$ cat src/rtl/controller_pkg.sv
// Shared opcode constants, FSM state encoding and ALUOp codes for the multicycle controller,
// plus the opcode decode used in every state.
package controller_pkg;

   localparam logic [6:0] OpRType = 7'b0110011;
   localparam logic [6:0] OpIType = 7'b0010011;
   localparam logic [6:0] OpLoad  = 7'b0000011;
   localparam logic [6:0] OpStore = 7'b0100011;
   localparam logic [6:0] OpBeq   = 7'b1100011;
   localparam logic [6:0] OpLui   = 7'b0110111;
   localparam logic [6:0] OpAuipc = 7'b0010111;
   localparam logic [6:0] OpJal   = 7'b1101111;
   localparam logic [6:0] OpJalr  = 7'b1100111;

   localparam logic [1:0] AluOpMem    = 2'b00;
   localparam logic [1:0] AluOpBranch = 2'b01;
   localparam logic [1:0] AluOpArith  = 2'b10;
   localparam logic [1:0] AluOpUJump  = 2'b11;

   typedef enum logic [2:0] {StFetch, StDecode, StExec, StMem, StWb} state_t;

   typedef struct packed {
      logic       legal;
      logic       alu_src;
      logic [1:0] alu_op;
      logic       is_load;
      logic       is_store;
      logic       is_branch;
      logic       is_jump;
   } decode_t;

   // Illegal opcodes decode to all zeros so ALUSrc/ALUOp stay quiet for them.
   function automatic decode_t decode_op(input logic [6:0] op, input logic jump_en);
      decode_t d;
      d = '0;
      case (op)
         OpRType: begin d.legal = 1'b1; d.alu_op = AluOpArith; end
         OpIType: begin d.legal = 1'b1; d.alu_src = 1'b1; d.alu_op = AluOpArith; end
         OpLoad:  begin d.legal = 1'b1; d.alu_src = 1'b1; d.alu_op = AluOpMem; d.is_load = 1'b1; end
         OpStore: begin d.legal = 1'b1; d.alu_src = 1'b1; d.alu_op = AluOpMem; d.is_store = 1'b1; end
         OpBeq:   begin d.legal = 1'b1; d.alu_op = AluOpBranch; d.is_branch = 1'b1; end
         OpLui:   begin d.legal = 1'b1; d.alu_src = 1'b1; d.alu_op = AluOpUJump; end
         OpAuipc: if (jump_en) begin d.legal = 1'b1; d.alu_src = 1'b1; d.alu_op = AluOpUJump; end
         OpJal:   if (jump_en) begin d.legal = 1'b1; d.alu_op = AluOpUJump; d.is_jump = 1'b1; end
         OpJalr: begin
            if (jump_en) begin
               d.legal   = 1'b1;
               d.alu_src = 1'b1;
               d.alu_op  = AluOpUJump;
               d.is_jump = 1'b1;
            end
         end
         default: d = '0;
      endcase
      return d;
   endfunction

endpackage

$ cat src/rtl/mem_wait_timer.sv
// Counts cycles spent waiting on data memory; expired is high in the TIMEOUT-th cycle of the
// wait so a completion arriving in that same cycle can still win.
module mem_wait_timer #(
   parameter int unsigned TIMEOUT = 16
) (
   input  logic clk,
   input  logic reset,
   input  logic start,
   input  logic hold,
   input  logic done,
   output logic expired
);

   localparam int unsigned CntW = $clog2(TIMEOUT + 1);
   localparam logic [CntW-1:0] Last = CntW'(TIMEOUT - 1);

   logic [CntW-1:0] count_q, count_d;

   always_ff @(posedge clk) begin
      if (reset) begin
         count_q <= '0;
      end else begin
         count_q <= count_d;
      end
   end

   // Saturates at Last so expired stays asserted until the wait is resolved.
   always_comb begin
      count_d = count_q;
      if (start || done) begin
         count_d = '0;
      end else if (!hold && !expired) begin
         count_d = count_q + 1'b1;
      end
   end

   assign expired = (count_q == Last);

endmodule

$ cat src/rtl/multicycle_controller.sv
// Five-state multicycle RISC-V control FSM (FETCH/DECODE/EXEC/MEM/WB) with hazard stall and
// optional data-memory timeout.
module multicycle_controller
   import controller_pkg::*;
#(
   parameter int unsigned MEM_TIMEOUT  = 16,
   parameter bit          SUPPORT_JUMP = 1'b1
) (
   input  logic       clk,
   input  logic       reset,
   input  logic [6:0] Opcode,
   input  logic       imem_ready,
   input  logic       dmem_ready,
   input  logic       stall,
   output logic       ALUSrc,
   output logic       MemtoReg,
   output logic       RegWrite,
   output logic       MemRead,
   output logic       MemWrite,
   output logic       Branch,
   output logic [1:0] ALUOp,
   output logic       Jump,
   output logic       IRWrite,
   output logic       PCWrite,
   output logic       illegal_instr,
   output logic       mem_error
);

   state_t     state_q, state_d;
   logic [6:0] op_q, op_d;
   logic       err_q, err_d;
   logic       mem_expired;
   decode_t    dec;

   assign dec = decode_op(op_q, SUPPORT_JUMP);

   generate
      if (MEM_TIMEOUT > 0) begin : g_timer
         logic timer_start, timer_done;
         assign timer_start = (state_q == StExec);
         assign timer_done  = (state_q == StMem) && dmem_ready;

         mem_wait_timer #(
            .TIMEOUT(MEM_TIMEOUT)
         ) u_mem_wait_timer (
            .clk    (clk),
            .reset  (reset),
            .start  (timer_start),
            .hold   (stall),
            .done   (timer_done),
            .expired(mem_expired)
         );
      end else begin : g_no_timer
         assign mem_expired = 1'b0;
      end
   endgenerate

   always_ff @(posedge clk) begin
      if (reset) begin
         state_q <= StFetch;
         op_q    <= '0;
         err_q   <= 1'b0;
      end else begin
         state_q <= state_d;
         op_q    <= op_d;
         err_q   <= err_d;
      end
   end

   // err_q turns a timeout into a registered pulse seen in the following FETCH cycle.
   always_comb begin
      state_d = state_q;
      op_d    = op_q;
      err_d   = 1'b0;
      if (!stall) begin
         unique case (state_q)
            StFetch: begin
               if (imem_ready) begin
                  op_d    = Opcode;
                  state_d = StDecode;
               end
            end
            StDecode: state_d = dec.legal ? StExec : StFetch;
            StExec: begin
               if (dec.is_load || dec.is_store) begin
                  state_d = StMem;
               end else if (dec.is_branch) begin
                  state_d = StFetch;
               end else begin
                  state_d = StWb;
               end
            end
            StMem: begin
               if (dmem_ready) begin
                  state_d = dec.is_load ? StWb : StFetch;
               end else if (mem_expired) begin
                  state_d = StFetch;
                  err_d   = 1'b1;
               end
            end
            StWb:    state_d = StFetch;
            default: state_d = StFetch;
         endcase
      end
   end

   always_comb begin
      ALUSrc        = dec.alu_src;
      ALUOp         = dec.alu_op;
      MemtoReg      = 1'b0;
      RegWrite      = 1'b0;
      MemRead       = 1'b0;
      MemWrite      = 1'b0;
      Branch        = 1'b0;
      Jump          = 1'b0;
      IRWrite       = 1'b0;
      PCWrite       = 1'b0;
      illegal_instr = 1'b0;
      mem_error     = err_q;
      unique case (state_q)
         StFetch:  IRWrite = imem_ready && !stall;
         StDecode: illegal_instr = !dec.legal && !stall;
         StExec: begin
            Branch  = dec.is_branch;
            PCWrite = dec.is_branch && !stall;
            Jump    = dec.is_jump;
         end
         StMem: begin
            MemRead  = dec.is_load;
            MemWrite = dec.is_store;
         end
         StWb: begin
            RegWrite = !stall;
            PCWrite  = !stall;
            MemtoReg = dec.is_load;
            Jump     = dec.is_jump;
         end
         default: begin
            ALUSrc = 1'b0;
            ALUOp  = 2'b00;
         end
      endcase
   end

endmodule

$ cat config.mk
export PLATFORM = sky130hd
export DESIGN_NAME = multicycle_controller
export DESIGN_NICKNAME = d
export VERILOG_FILES = /design/src/rtl/controller_pkg.sv /design/src/rtl/mem_wait_timer.sv /design/src/rtl/multicycle_controller.sv
export SDC_FILE = /design/constraint.sdc
export NUM_CORES = 1
export LEC_CHECK = 0
export BUFFER_PORTS_ARGS = -buffer_cell sky130_fd_sc_hd__buf_2
export CORE_ASPECT_RATIO = 1.4
export CORE_MARGIN = 2
export CORE_UTILIZATION = 25
export DETAILED_ROUTE_END_ITERATION = 12
export GPL_ROUTABILITY_DRIVEN = 0
export SETUP_SLACK_MARGIN = 0.5
export SYNTH_ARGS = -nofsm -noshare
export SYNTH_HDL_FRONTEND = slang
export SYNTH_SLANG_ARGS = --single-unit
$ cat constraint.sdc
create_clock -name clk -period 1.8 [get_ports clk]
set_input_delay 0.36 -clock clk [delete_from_list [all_inputs] [get_ports clk]]
set_output_delay 0.36 -clock clk [all_outputs]
set_load 0.02 [all_outputs]
==> run_results.csv <==
group,metric,value,unit
outcome,outcome,"completed",
floorplanning,initial_core_util,26.0,%
power,ir_drop,0.000427,V
worst_setup_path,r2r-start,"g_timer.u_mem_wait_timer.count_q[0]",
sta,min_period,1.78,ns
clocking,cts.sinks,16,
yosys,synth_seq_area_share,31.1,%
floorplanning,dieArea,4650,um^2
layout,final_area,1860,um^2
worst_setup_path,crit_path_end,"illegal_instr",
floorplanning,die_w,58.2,um
worst_setup_path,cp_max_fo,6,
yosys,syn_nets,135,
drt,wl_per_cell,15.3,um
floorplanning,io_pins,25,
floorplanning,rows,27,
sta,slew_headroom,81.0,%
global_routing,overflow,0,
yosys,synthTopCellsByArea,"dfxtp_1, nor2_1, mux2i_1",
worst_setup_path,r2r_cells,7,
layout,fill_cells,360,
layout,nets,186,
global_routing,grt_usage,14.7,%
place,hpwl,2070,um
yosys,synth_area,1030,um^2
hold_path,worst_hold_path_type,"in -> reg",
sta,holdWs,0.347,ns
sta,fin_setup_tns,0,ns
worst_setup_path,arrival,1.42,ns
sta,fmax,0.562,GHz
drt,drtAntennaViolNets,0,
yosys,async_reset_ff_share,0,%
sta,rsz0062_at_grt,"yes",
yosys,synth_area_leader_cell,"dfxtp_1",
clocking,worstSkewPairLatency,0.25,ns
clocking,tritoncts,"yes",
drt,drc_errors,0,
yosys,yosys_warnings,0,
yosys,synth_cell_types,43,
yosys,ys.flop_type,"dfxtp_1",
layout,syn_to_final_growth,80.5,%
sta,fin_crit_sh,98.8,%
worst_setup_path,cp-startpoint,"op_q[4]",
layout,drive_gt1_share,69.6,%
drt,wl,3280,um
yosys,synthDominantCellAreaShare,31.1,%
run,cap_violations,0,
layout,diodes,0,
sta,finalHoldViolations,0,
worst_setup_path,timing.rr.end,"state_q[0]",
place,io_buffer_count,24,
worst_setup_path,cp-end-kind,"output port",
yosys,yosys-top-cells-count,"nor2_1, dfxtp_1, nand2_1",
drt,first_pass_iters,4,
yosys,synth_edf_count,0,
drt,drt-vias-per-instance,5.03,
sta,slew_violations,0,
power,fin_total_pwr,0.903,mW
clocking,cts-root-buf,"clkbuf_8",
global_routing,antenna_found_initial,0,
yosys,synth_area_per_cell,8.50,um^2
clocking,clk_pin_slew,0.06,ns
clocking,cts_max_level,1,
drt,drtIter0Drc,23,
worst_setup_path,cp-start-kind,"flop",
global_routing,grt_max_degree,13,
floorplanning,design.core.area,3950,um^2
sta,clock_skew,0.00113,ns
worst_setup_path,ff2ff_setup_slack,0.19,ns
floorplanning,fp.dieH,79.9,um
global_routing,grt_pass1_vias,1094,
drt,vias,1076,
power,power.density,486,nW/um^2
place,post_dp_cell_area,1370,um^2
worst_setup_path,crit_type,"reg -> out",
yosys,synthCells,121,
yosys,synth_most_common_cell,"nor2_1",
clocking,clk_path_buf_depth,2,
yosys,ys_seq_elements,16,
global_routing,grt_pass1_wl,5170,um
sta,worst_pin_slew,0.285,ns
clocking,cts_made_buffers,3,
sta,setup_violations,0,
power,p_leak,0.740,nW
worst_setup_path,critPathRequiredTime,1.44,ns
[routing by layer]
metal | global-route usage (%) | up-vias | share of wire [%]
met5 | 0 | - | 0
met3 | 2.27 | 8 | 3.1
li1 | - | 536 | -
met1 | 15.2 | 512 | 37
met4 | 6.51 | 0 | 2.9
met2 | 28.2 | 20 | 57
[registers in the layout (all words and copies together), names as in the netlist]
signal / flops
op_q: 7
g_timer.u_mem_wait_timer.count_q: 5
mem_error: 1
state_q: 3
[critical path, cell delays in order (launching register included)]
cell and delay [ns]:
dfxtp_4 0.36, nand2b_4 0.13, a211o_1 0.30, a21oi_2 0.20
nor3_4 0.05, buf_6 0.13
[per-stage QoR]
stage               std cells  setup WS [ns]  util, %
finish                    214         0.0210     47.0
global route              214        -0.0356     47.0
CTS                       206        0.00928     42.5
detailed placement        188          0.133     34.8
global placement          188          0.177     34.8
floorplan                 121          0.264        -
[power by group]
part	internal, mW	switching (mW)	total (mW)
sequential	0.365	0.0235	0.388
combinational	0.101	0.0990	0.200
clock	0.194	0.121	0.315
[cell families after synthesis]
logic type | count (synthesis) | share of synthesized area, %
AOI/OAI and AO/OA | 24 | 17.0
xor gates and xnor gates | 3 | 2.56
adders and majority gates | 2 | 2.43
buffers and inverters | 13 | 9.25
DFF | 16 | 31.1
muxes | 7 | 6.81
and+or+nand+nor | 56 | 30.8
[how the worst min path moves through the flow]
stage               slack [ns]                             endpoint                                start  cells after the start
floorplan                 0.47  g_timer.u_mem_wait_timer.count_q[1]  g_timer.u_mem_wait_timer.count_q[1]                      2
global placement          0.48  g_timer.u_mem_wait_timer.count_q[1]  g_timer.u_mem_wait_timer.count_q[1]                      2
detailed placement        0.49  g_timer.u_mem_wait_timer.count_q[1]  g_timer.u_mem_wait_timer.count_q[1]                      2
CTS                       0.35                              op_q[4]                            Opcode[4]                      3
global route              0.36                              op_q[1]                            Opcode[1]                      3
finish                    0.35                              op_q[4]                            Opcode[4]                      3
[final cells by class]
class                      count  area [um^2]  share of cell area [%]
tap                           43         53.8                    2.90
inverter                       5         18.8                    1.01
sequential                    16          355                    19.1
multi-input combinational     92          920                    49.5
clock buffer                   4         55.1                    2.96
timing repair buffer          54          454                    24.5
[cells in the final DEF, fill, tap and decap left out, types with 6 or more instances in the layout]
cell / synthesis / routed
buf_2: 0 / 12
nor2_4: 0 / 7
nor3_4: 0 / 6
dfxtp_4: 0 / 8
mux2i_1: 7 / 7
buf_6: 5 / 21
buf_4: 1 / 21
nor2_1: 20 / 12
[repair_timing]
item | in CTS | in global routing
setup buffers | 14 | 8
resized for setup | 43 | 28
pin swaps | 27 | 20
hold buffers | 0 | 0
endpoints found under the setup margin | 20 | 20
(Power assumes the default switching activity.)
